[src/rtl/conv_pkg.sv]
// Shared definitions for the convolution layer controller: FSM state encoding
// and per-channel buffer stride helpers.
package conv_pkg;

   typedef enum logic [1:0] {
      ST_IDLE  = 2'd0,
      ST_ISSUE = 2'd1,
      ST_WAIT  = 2'd2,
      ST_FIN   = 2'd3
   } conv_state_e;

   function automatic int unsigned in_stride(input int unsigned i_size);
      return i_size * i_size;
   endfunction

   function automatic int unsigned w_stride(input int unsigned k_size);
      return k_size * k_size;
   endfunction

   function automatic int unsigned r_stride(input int unsigned i_size, input int unsigned k_size);
      return (i_size - k_size + 1) * (i_size - k_size + 1);
   endfunction

   localparam int unsigned DEF_IN_STRIDE = in_stride(5);
   localparam int unsigned DEF_W_STRIDE  = w_stride(3);
   localparam int unsigned DEF_R_STRIDE  = r_stride(5, 3);

endpackage

[src/rtl/conv_watchdog.sv]
// Per-pass watchdog: down-counter loaded at pass issue, flags the terminal count.
module conv_watchdog #(
   parameter int WIDTH = 16
) (
   input  logic             clk,
   input  logic             rstn,
   input  logic             load,
   input  logic [WIDTH-1:0] load_val,
   input  logic             enable,
   output logic             expired
);

   logic [WIDTH-1:0] cnt_q, cnt_d;

   always_comb begin
      cnt_d = cnt_q;
      if (load) begin
         cnt_d = load_val;
      end else if (enable && (cnt_q != '0)) begin
         cnt_d = cnt_q - WIDTH'(1);
      end
   end

   always_ff @(posedge clk or negedge rstn) begin
      if (!rstn) begin
         cnt_q <= '0;
      end else begin
         cnt_q <= cnt_d;
      end
   end

   // Flag on the step to zero so the controller leaves WAIT on that same edge.
   assign expired = enable && !load && (cnt_q == WIDTH'(1));

endmodule

[src/rtl/conv_layer_ctrl.sv]
// Convolution layer sequencer: issues one engine pass per channel, advancing
// the input/weight/result buffer bases, with abort and per-pass watchdog.
//
// state | meaning
// IDLE  | waiting for start
// ISSUE | conv_en pulse, watchdog loaded
// WAIT  | waiting for conv_done, watchdog running
// FIN   | done pulse, back to IDLE
module conv_layer_ctrl
   import conv_pkg::*;
#(
   parameter int I_SIZE     = 5,
   parameter int K_SIZE     = 3,
   parameter int ADDR_WIDTH = 16
) (
   input  logic                  clk,
   input  logic                  rstn,
   input  logic                  start,
   input  logic                  abort,
   input  logic [7:0]            cfg_channels,
   input  logic [15:0]           cfg_timeout,
   output logic                  conv_en,
   input  logic                  conv_done,
   output logic [7:0]            ch_idx,
   output logic [ADDR_WIDTH-1:0] in_base,
   output logic [ADDR_WIDTH-1:0] w_base,
   output logic [ADDR_WIDTH-1:0] r_base,
   output logic                  busy,
   output logic                  done,
   output logic                  err
);

   localparam logic [ADDR_WIDTH-1:0] IN_STRIDE = ADDR_WIDTH'(in_stride(I_SIZE));
   localparam logic [ADDR_WIDTH-1:0] W_STRIDE  = ADDR_WIDTH'(w_stride(K_SIZE));
   localparam logic [ADDR_WIDTH-1:0] R_STRIDE  = ADDR_WIDTH'(r_stride(I_SIZE, K_SIZE));

   conv_state_e           state_q, state_d;
   logic [7:0]            ch_q, ch_d;
   logic [7:0]            nch_q, nch_d;
   logic [15:0]           tmo_q, tmo_d;
   logic [ADDR_WIDTH-1:0] in_base_q, in_base_d;
   logic [ADDR_WIDTH-1:0] w_base_q, w_base_d;
   logic [ADDR_WIDTH-1:0] r_base_q, r_base_d;
   logic                  err_q, err_d;
   logic                  wd_load, wd_expired;

   conv_watchdog #(.WIDTH(16)) u_watchdog (
      .clk      (clk),
      .rstn     (rstn),
      .load     (wd_load),
      .load_val (tmo_q),
      .enable   (state_q == ST_WAIT),
      .expired  (wd_expired)
   );

   always_comb begin
      state_d   = state_q;
      ch_d      = ch_q;
      nch_d     = nch_q;
      tmo_d     = tmo_q;
      in_base_d = in_base_q;
      w_base_d  = w_base_q;
      r_base_d  = r_base_q;
      err_d     = err_q;
      wd_load   = 1'b0;
      unique case (state_q)
         ST_IDLE: begin
            if (start) begin
               if (cfg_channels == 8'd0) begin
                  err_d   = 1'b1;
                  state_d = ST_FIN;
               end else begin
                  nch_d     = cfg_channels;
                  tmo_d     = cfg_timeout;
                  err_d     = 1'b0;
                  ch_d      = 8'd0;
                  in_base_d = '0;
                  w_base_d  = '0;
                  r_base_d  = '0;
                  state_d   = ST_ISSUE;
               end
            end
         end
         ST_ISSUE: begin
            wd_load = 1'b1;
            if (abort) begin
               err_d   = 1'b1;
               state_d = ST_FIN;
            end else begin
               state_d = ST_WAIT;
            end
         end
         ST_WAIT: begin
            // Priority: abort, then conv_done, then watchdog expiry.
            if (abort) begin
               err_d   = 1'b1;
               state_d = ST_FIN;
            end else if (conv_done) begin
               if (ch_q == nch_q - 8'd1) begin
                  state_d = ST_FIN;
               end else begin
                  ch_d      = ch_q + 8'd1;
                  in_base_d = in_base_q + IN_STRIDE;
                  w_base_d  = w_base_q + W_STRIDE;
                  r_base_d  = r_base_q + R_STRIDE;
                  state_d   = ST_ISSUE;
               end
            end else if (wd_expired && (tmo_q != 16'd0)) begin
               err_d   = 1'b1;
               state_d = ST_FIN;
            end
         end
         ST_FIN: begin
            state_d = ST_IDLE;
         end
         default: state_d = ST_IDLE;
      endcase
   end

   always_ff @(posedge clk or negedge rstn) begin
      if (!rstn) begin
         state_q   <= ST_IDLE;
         ch_q      <= 8'd0;
         nch_q     <= 8'd0;
         tmo_q     <= 16'd0;
         in_base_q <= '0;
         w_base_q  <= '0;
         r_base_q  <= '0;
         err_q     <= 1'b0;
      end else begin
         state_q   <= state_d;
         ch_q      <= ch_d;
         nch_q     <= nch_d;
         tmo_q     <= tmo_d;
         in_base_q <= in_base_d;
         w_base_q  <= w_base_d;
         r_base_q  <= r_base_d;
         err_q     <= err_d;
      end
   end

   assign conv_en = (state_q == ST_ISSUE);
   assign done    = (state_q == ST_FIN);
   assign busy    = (state_q == ST_ISSUE) || (state_q == ST_WAIT);
   assign ch_idx  = ch_q;
   assign in_base = in_base_q;
   assign w_base  = w_base_q;
   assign r_base  = r_base_q;
   assign err     = err_q;

endmodule

[config.mk]
export PLATFORM = sky130hd
export DESIGN_NAME = conv_layer_ctrl
export DESIGN_NICKNAME = d
export VERILOG_FILES = /design/src/rtl/conv_pkg.sv /design/src/rtl/conv_watchdog.sv /design/src/rtl/conv_layer_ctrl.sv
export SDC_FILE = /design/constraint.sdc
export NUM_CORES = 1
export LEC_CHECK = 0
export CORE_MARGIN = 4
export CORE_UTILIZATION = 54
export DETAILED_ROUTE_END_ITERATION = 8
export GPL_TIMING_DRIVEN = 0
export PLACE_DENSITY = 0.8
export SLEW_MARGIN = 5
export SYNTH_ARGS = -nofsm -noshare
export SYNTH_HDL_FRONTEND = slang
export SYNTH_SLANG_ARGS = --single-unit
[constraint.sdc]
create_clock -name clk -period 2.9 [get_ports clk]
set_clock_uncertainty 0.05 [all_clocks]
set_input_delay 0.29 -clock clk [delete_from_list [all_inputs] [get_ports clk]]
set_output_delay 0.29 -clock clk [all_outputs]
set_load 0.01 [all_outputs]
==> flow_summary.toml, run 1 <==
[floorplan]
initial_core_util_pct = 55.40
coreArea_mm2 = 0.009774
die_area_mm2 = 0.01169
pin_count = 89
chipWidth_um = 108.1
dieHeight_um = 108.1
fp-row-count = 36

[route]
wire_per_inst_um = 17.04
drt_iter0_markers = 318
drtPass1Iterations = 5
ant_nets = 0
drc = 0
via_count = 4925
routed_via_density = 6.058
drt-total-wl_um = 13850

[setup_path]
crit_required_ns = 3.13
cp.arrival_ns = 2.99
reg2reg_depth = 9
r2r-end = "ch_idx[4]$_DFFE_PN0P_"
crit_fanout = 10
start_kind = "register"
startpoint = "nch_q[0]$_DFFE_PN0P_"
cp-endpoint = "ch_idx[4]$_DFFE_PN0P_"
r2r_start = "nch_q[0]$_DFFE_PN0P_"
crit_path_end_kind = "register"
regToRegSetupSlack_ns = 0.15
worstSetupPathType = "register to register"

[logic_synthesis]
syn_nets = 609
ys.flop_type = "dfrtp_1"
ys_seq_elements = 99
synth_edf_count = 0
avgSynthCellArea_um2 = 9.517
synth_area_leaders = "dfrtp_1, mux2_2, nand2_1, a21oi_1, o21ai_0"
synth_cell_types = 55
netlist_instances = 569
synth_area_mm2 = 0.005415
yosysSeqAreaShare_pct = 45.75
synth.top_cell.area_share_pct = 45.75
synth-async-reset-ratio_pct = 100.0
yosysTopAreaCell = "dfrtp_1"
synth_warnings = 0

[layout]
drive_above_1_share_pct = 9.706
final_common_cell = "dfrtp_1"
antenna_cells = 0
fin_nets = 715
area.growth.synth_to_final_pct = 25.30
mostFrequentLayoutCells = "dfrtp_1, clkdlybuf4s50_1, nand2_1"
final_util_pct = 69.42

[global_routing]
grt_max_degree = 70
grt_use_total_pct = 24.83
grt_pass1_wl_um = 23150
overflow = 0
grt_antenna_before_repair = 0
grt_pass1_vias = 4816

[clocking]
path_clk_slew_ns = 0.11
root_buffer = "clkbuf_8"
ctsHtreeMaxLevel = 3
cts.path.max_buffers = 2
cts_tree = "done"
worstSkewPairLatency_ns = 0.39
clkSinkCount = 99
numCtsBuffers = 9

[sta]
relSlewSlack_pct = 39.23
drv_slew = 0
fmax_ghz = 0.3631
grt_setup_unrepaired = "false"
final_hold_viol_count = 0
fin_crit_ns = 2.754
whs_ns = 0.3171
fin_crit_sh_pct = 94.98
worst_pin_slew_ns = 0.9066
finalSetupViolCount = 0

[power_and_ir_drop]
p_leak_nw = 2.796
p_per_area_mw_per_mm2 = 853.6
ir_worst_vdd_mv = 0.6713
power.total_mw = 5.792

[run]
drv_cap = 0

[placement]
dp_hpwl_um = 10100
place.gp.congestion = 0.8802
portBuffers = 88

[run_status]
status = "completed"

[hold_path]
min_path_type = "input port to async pin"
-- critical path, cell delays in order (launching register included) --
cell and delay, ns:
dfrtp_1 0.47, inv_1 0.07, ha_1 0.30, xnor2_1 0.13
nor3_1 0.24, o211ai_1 0.27, a2111oi_4 0.47, clkbuf_4 0.31
nor2_1 0.08, a211o_1 0.26
-- cell type report --
cell class	instances	area, um2
plain buffers	25	128.9
clock buffers	9	123.9
clock inverters	7	68.82
fillers	767	2989
inverters	15	56.30
multi-input cells	430	2798
flip-flops and latches	99	2477
well taps	133	166.4
repair buffers	95	965.9
-- where the power goes --
part | internal, mW | switching [mW]
sequential | 1.76 | 0.437
combinational | 1.16 | 1.57
clock | 0.334 | 0.537
-- worst min path at each step --
| stage | end | start |
|---|---|---|
| 2_1_floorplan | ch_idx[0]$_DFFE_PN0P_ | rstn |
| 3_5_place_dp | in_base[11]$_DFFE_PN0P_ | rstn |
| 3_3_place_gp | u_watchdog.cnt_q[6]$_DFFE_PN0P_ | tmo_q[6]$_DFFE_PN0P_ |
| 5_1_grt | r_base[1]$_DFFE_PN0P_ | rstn |
| 6_report | w_base[6]$_DFFE_PN0P_ | rstn |
| 4_1_cts | w_base[6]$_DFFE_PN0P_ | rstn |
-- through the flow --
step / std cells / worst slack, ns / area, um2 / TNS, ns
floorplan: 569 / 0.4106 / 5415 / 0
global placement: 790 / -2.214 / 6462 / -224.02
detailed placement: 791 / -0.3687 / 6492 / -9.239
CTS: 808 / 0.02285 / 6721 / 0
global route: 813 / 0.008348 / 6785 / 0
finish: 813 / 0.1456 / 6785 / 0
-- repair_timing --
action	in CTS	in global routing
hold endpoints to repair	30	0
gates resized for setup	3	4
pin swaps	1	3
setup endpoints to repair	33	39
cloned	0	0
buffers inserted	0	5
hold buffers	1	0
-- cells by family (layout without fill, tap and decap cells) --
family / count (synthesis) / in the layout / synth area share, %
and+or+nand+nor: 217 / 217 / 21.03
AOI/OAI and AO/OA: 154 / 154 / 18.44
DFF: 99 / 99 / 45.75
buffers and inverters: 40 / 151 / 3.373
xor gates and xnor gates: 24 / 24 / 3.882
muxes: 24 / 24 / 4.991
adders and majority gates: 11 / 11 / 2.542
-- flip-flops by register name, indices dropped and copies added (netlist names), 2 cells and up --
| name | flops |
|---|---|
| nch_q | 8 |
| in_base | 16 |
| state_q | 2 |
| ch_idx | 8 |
| w_base | 16 |
| r_base | 16 |
| tmo_q | 16 |
| u_watchdog.cnt_q | 16 |
-- metal layers --
metal / vias up / global-route usage (%) / routed length, um / part of all wire (%)
li1: 2335 / - / - / -
met1: 2417 / 32.98 / 5961 / 43
met2: 160 / 40.99 / 6793 / 49
met3: 13 / 5.493 / 935 / 6.7
met4: 0 / 7.394 / 162 / 1.2
met5: - / 0 / 0 / 0
-- cell usage after synthesis (all sizes together) (4+ instances only) --
| cell | count |
|---|---|
| clkbuf | 18 |
| or3 | 21 |
| xor2 | 9 |
| a21oi | 44 |
| mux2 | 24 |
| nand4 | 4 |
| or4 | 12 |
| nor2 | 18 |
| o31ai | 20 |
| a31oi | 4 |
| xnor2 | 15 |
| ha | 11 |
| a211o | 10 |
| nand3 | 30 |
| o21a | 4 |
| dfrtp | 99 |
| o21ai | 41 |
| nor3 | 22 |
| o211ai | 8 |
| nand2 | 63 |
| nor4 | 14 |
| buf | 7 |
| inv | 15 |
| and3 | 18 |
Note: power is estimated with default switching activity, not from simulation.
==> inputs of run 2 (changes only) <==
- SKIP_LAST_GASP: unset -> 1
==> run 2 against run 1 <==
Clock-buffer cell count unchanged. Flip-flop and latch count did not move. Non-clock buffer count did not move. Die area stayed put. Combinational power is essentially flat. Clock power is essentially flat.
==> flow_summary.toml, run 2 (synthesis gave the netlist of run 1 again) <==
[sta]
fin_crit_ns = 2.769
worst_pin_slew_ns = 0.8765
final_hold_viol_count = 0
fmax_ghz = 0.3612
relSlewSlack_pct = 41.25
grt_setup_unrepaired = "true"
fin_crit_sh_pct = 95.48
finalSetupViolCount = 0
drv_slew = 0

[global_routing]
grt_max_degree = 70
grt_pass1_vias = 4822
grt_pass1_wl_um = 23150
grt_antenna_before_repair = 0
overflow = 0
grt_use_total_pct = 24.83

[layout]
mostFrequentLayoutCells = "dfrtp_1, clkdlybuf4s50_1, nand2_1"
design_area_mm2 = 0.006774
final_common_cell = "dfrtp_1"
final_cells = 813
area.growth.synth_to_final_pct = 25.09
fin_nets = 715
antenna_cells = 0
drive_above_1_share_pct = 9.853

[route]
drc = 0
drt-total-wl_um = 13830
wire_per_inst_um = 17.01
via_count = 4978
drtPass1Iterations = 5
drt_iter0_markers = 316
routed_via_density = 6.123
ant_nets = 0

[setup_path]
worstSetupPathType = "register to register"
start_kind = "register"
crit_fanout = 10
crit_path_end_kind = "register"
reg2reg_depth = 8
cp.arrival_ns = 3.02
crit_required_ns = 3.15

[floorplan]
fp-row-count = 36
coreArea_mm2 = 0.009774
dieHeight_um = 108.1
initial_core_util_pct = 55.40
die_area_mm2 = 0.01169
chipWidth_um = 108.1
pin_count = 89

[clocking]
cts_tree = "done"
root_buffer = "clkbuf_8"
cts.path.max_buffers = 2
worstSkewPairLatency_ns = 0.39
clkSinkCount = 99
path_clk_slew_ns = 0.12
numCtsBuffers = 9
ctsHtreeMaxLevel = 3

[power_and_ir_drop]
power.total_mw = 5.775
p_per_area_mw_per_mm2 = 852.6
ir_worst_vdd_mv = 0.6716
p_leak_nw = 2.791

[placement]
portBuffers = 88
dpl.cell_count = 791
place.gp.congestion = 0.8802
dp_hpwl_um = 10100
placed_cell_area_mm2 = 0.006492

[hold_path]
min_path_type = "input port to async pin"

[run_status]
status = "completed"

[run]
drv_cap = 0
run 2: cell types whose count changed in the layout (fill, tap and decap cells not counted):
cell      change
clkbuf_4      -1
buf_4         +2
dfrtp_2       +1
dfrtp_1       -1
buf_12        -1
run 2: metrics by stage:
step           worst slack, ns  utilization, %  hold slack [ns]    TNS, ns
2_1_floorplan           0.4106               -         -0.05559          0
3_3_place_gp            -2.214           66.12           0.4388    -224.02
3_5_place_dp           -0.3687           66.42           0.2057     -9.239
4_1_cts              -0.005999           68.77           0.3157  -0.005999
5_1_grt               -0.03211           69.30           0.3511   -0.08477
6_report                0.1311           69.30           0.3122          0
run 2: worst max-delay path, stage by stage, from the launching register on:
cell and delay [ns]:
dfrtp_1 0.49, or4_1 0.55, nor3_1 0.28, o22ai_1 0.18, o31ai_4 0.50, buf_6 0.23
buf_6 0.15, o21ai_0 0.09, a21oi_1 0.15
run 2: cell type report:
| type | count | area [um2] |
|---|---|---|
| fillers | 773 | 3000 |
| multi-input cells | 430 | 2798 |
| flip-flops and latches | 99 | 2479 |
| repair buffers | 95 | 953.4 |
| well taps | 133 | 166.4 |
| plain buffers | 25 | 128.9 |
| clock buffers | 9 | 123.9 |
| clock inverters | 7 | 68.82 |
| inverters | 15 | 56.30 |
run 2: path summary, 6_finish.rpt:
kind / startpoint / slack, ns / endpoint
max: nch_q[3]$_DFFE_PN0P_ / 0.13 / in_base[10]$_DFFE_PN0P_
min: rstn / 0.31 / w_base[6]$_DFFE_PN0P_
max reg2reg: nch_q[3]$_DFFE_PN0P_ / 0.13 / in_base[10]$_DFFE_PN0P_
min reg2reg: tmo_q[6]$_DFFE_PN0P_ / 0.47 / u_watchdog.cnt_q[6]$_DFFE_PN0P_
max in group asynchronous: rstn / 1.79 / nch_q[2]$_DFFE_PN0P_
min in group clk: cfg_timeout[4] / 0.45 / tmo_q[4]$_DFFE_PN0P_
run 2: report_power, final:
part,leakage (nW),internal (mW),switching [mW],total (mW)
Sequential,1.29,1.76,0.436,2.20
Combinational,1.41,1.14,1.57,2.71
Clock,0.0915,0.334,0.539,0.873
Total,2.79,3.23,2.54,5.78
run 2: repair_timing:
action / 4_1_cts / 5_1_grt
hold buffers: 1 / 0
endpoints found under the setup margin: 33 / 41
buffers inserted: 0 / 5
endpoints found under the hold margin: 30 / 0
gates resized for setup: 3 / 6
pin swaps: 0 / 4
run 2: per-layer routing:
| layer | up-vias | track usage [%] | part of all wire (%) |
|---|---|---|---|
| met5 | - | 0 | 0 |
| met4 | 0 | 7.394 | 1.6 |
| met3 | 21 | 5.493 | 6.3 |
| met2 | 182 | 40.99 | 48 |
| met1 | 2437 | 32.98 | 44 |
| li1 | 2338 | - | - |
==> inputs of run 3 (changes only) <==
- CAP_MARGIN: unset -> 20
==> results of run 3 <==
Final layout, timing and power as in run 2 (identical DEF).
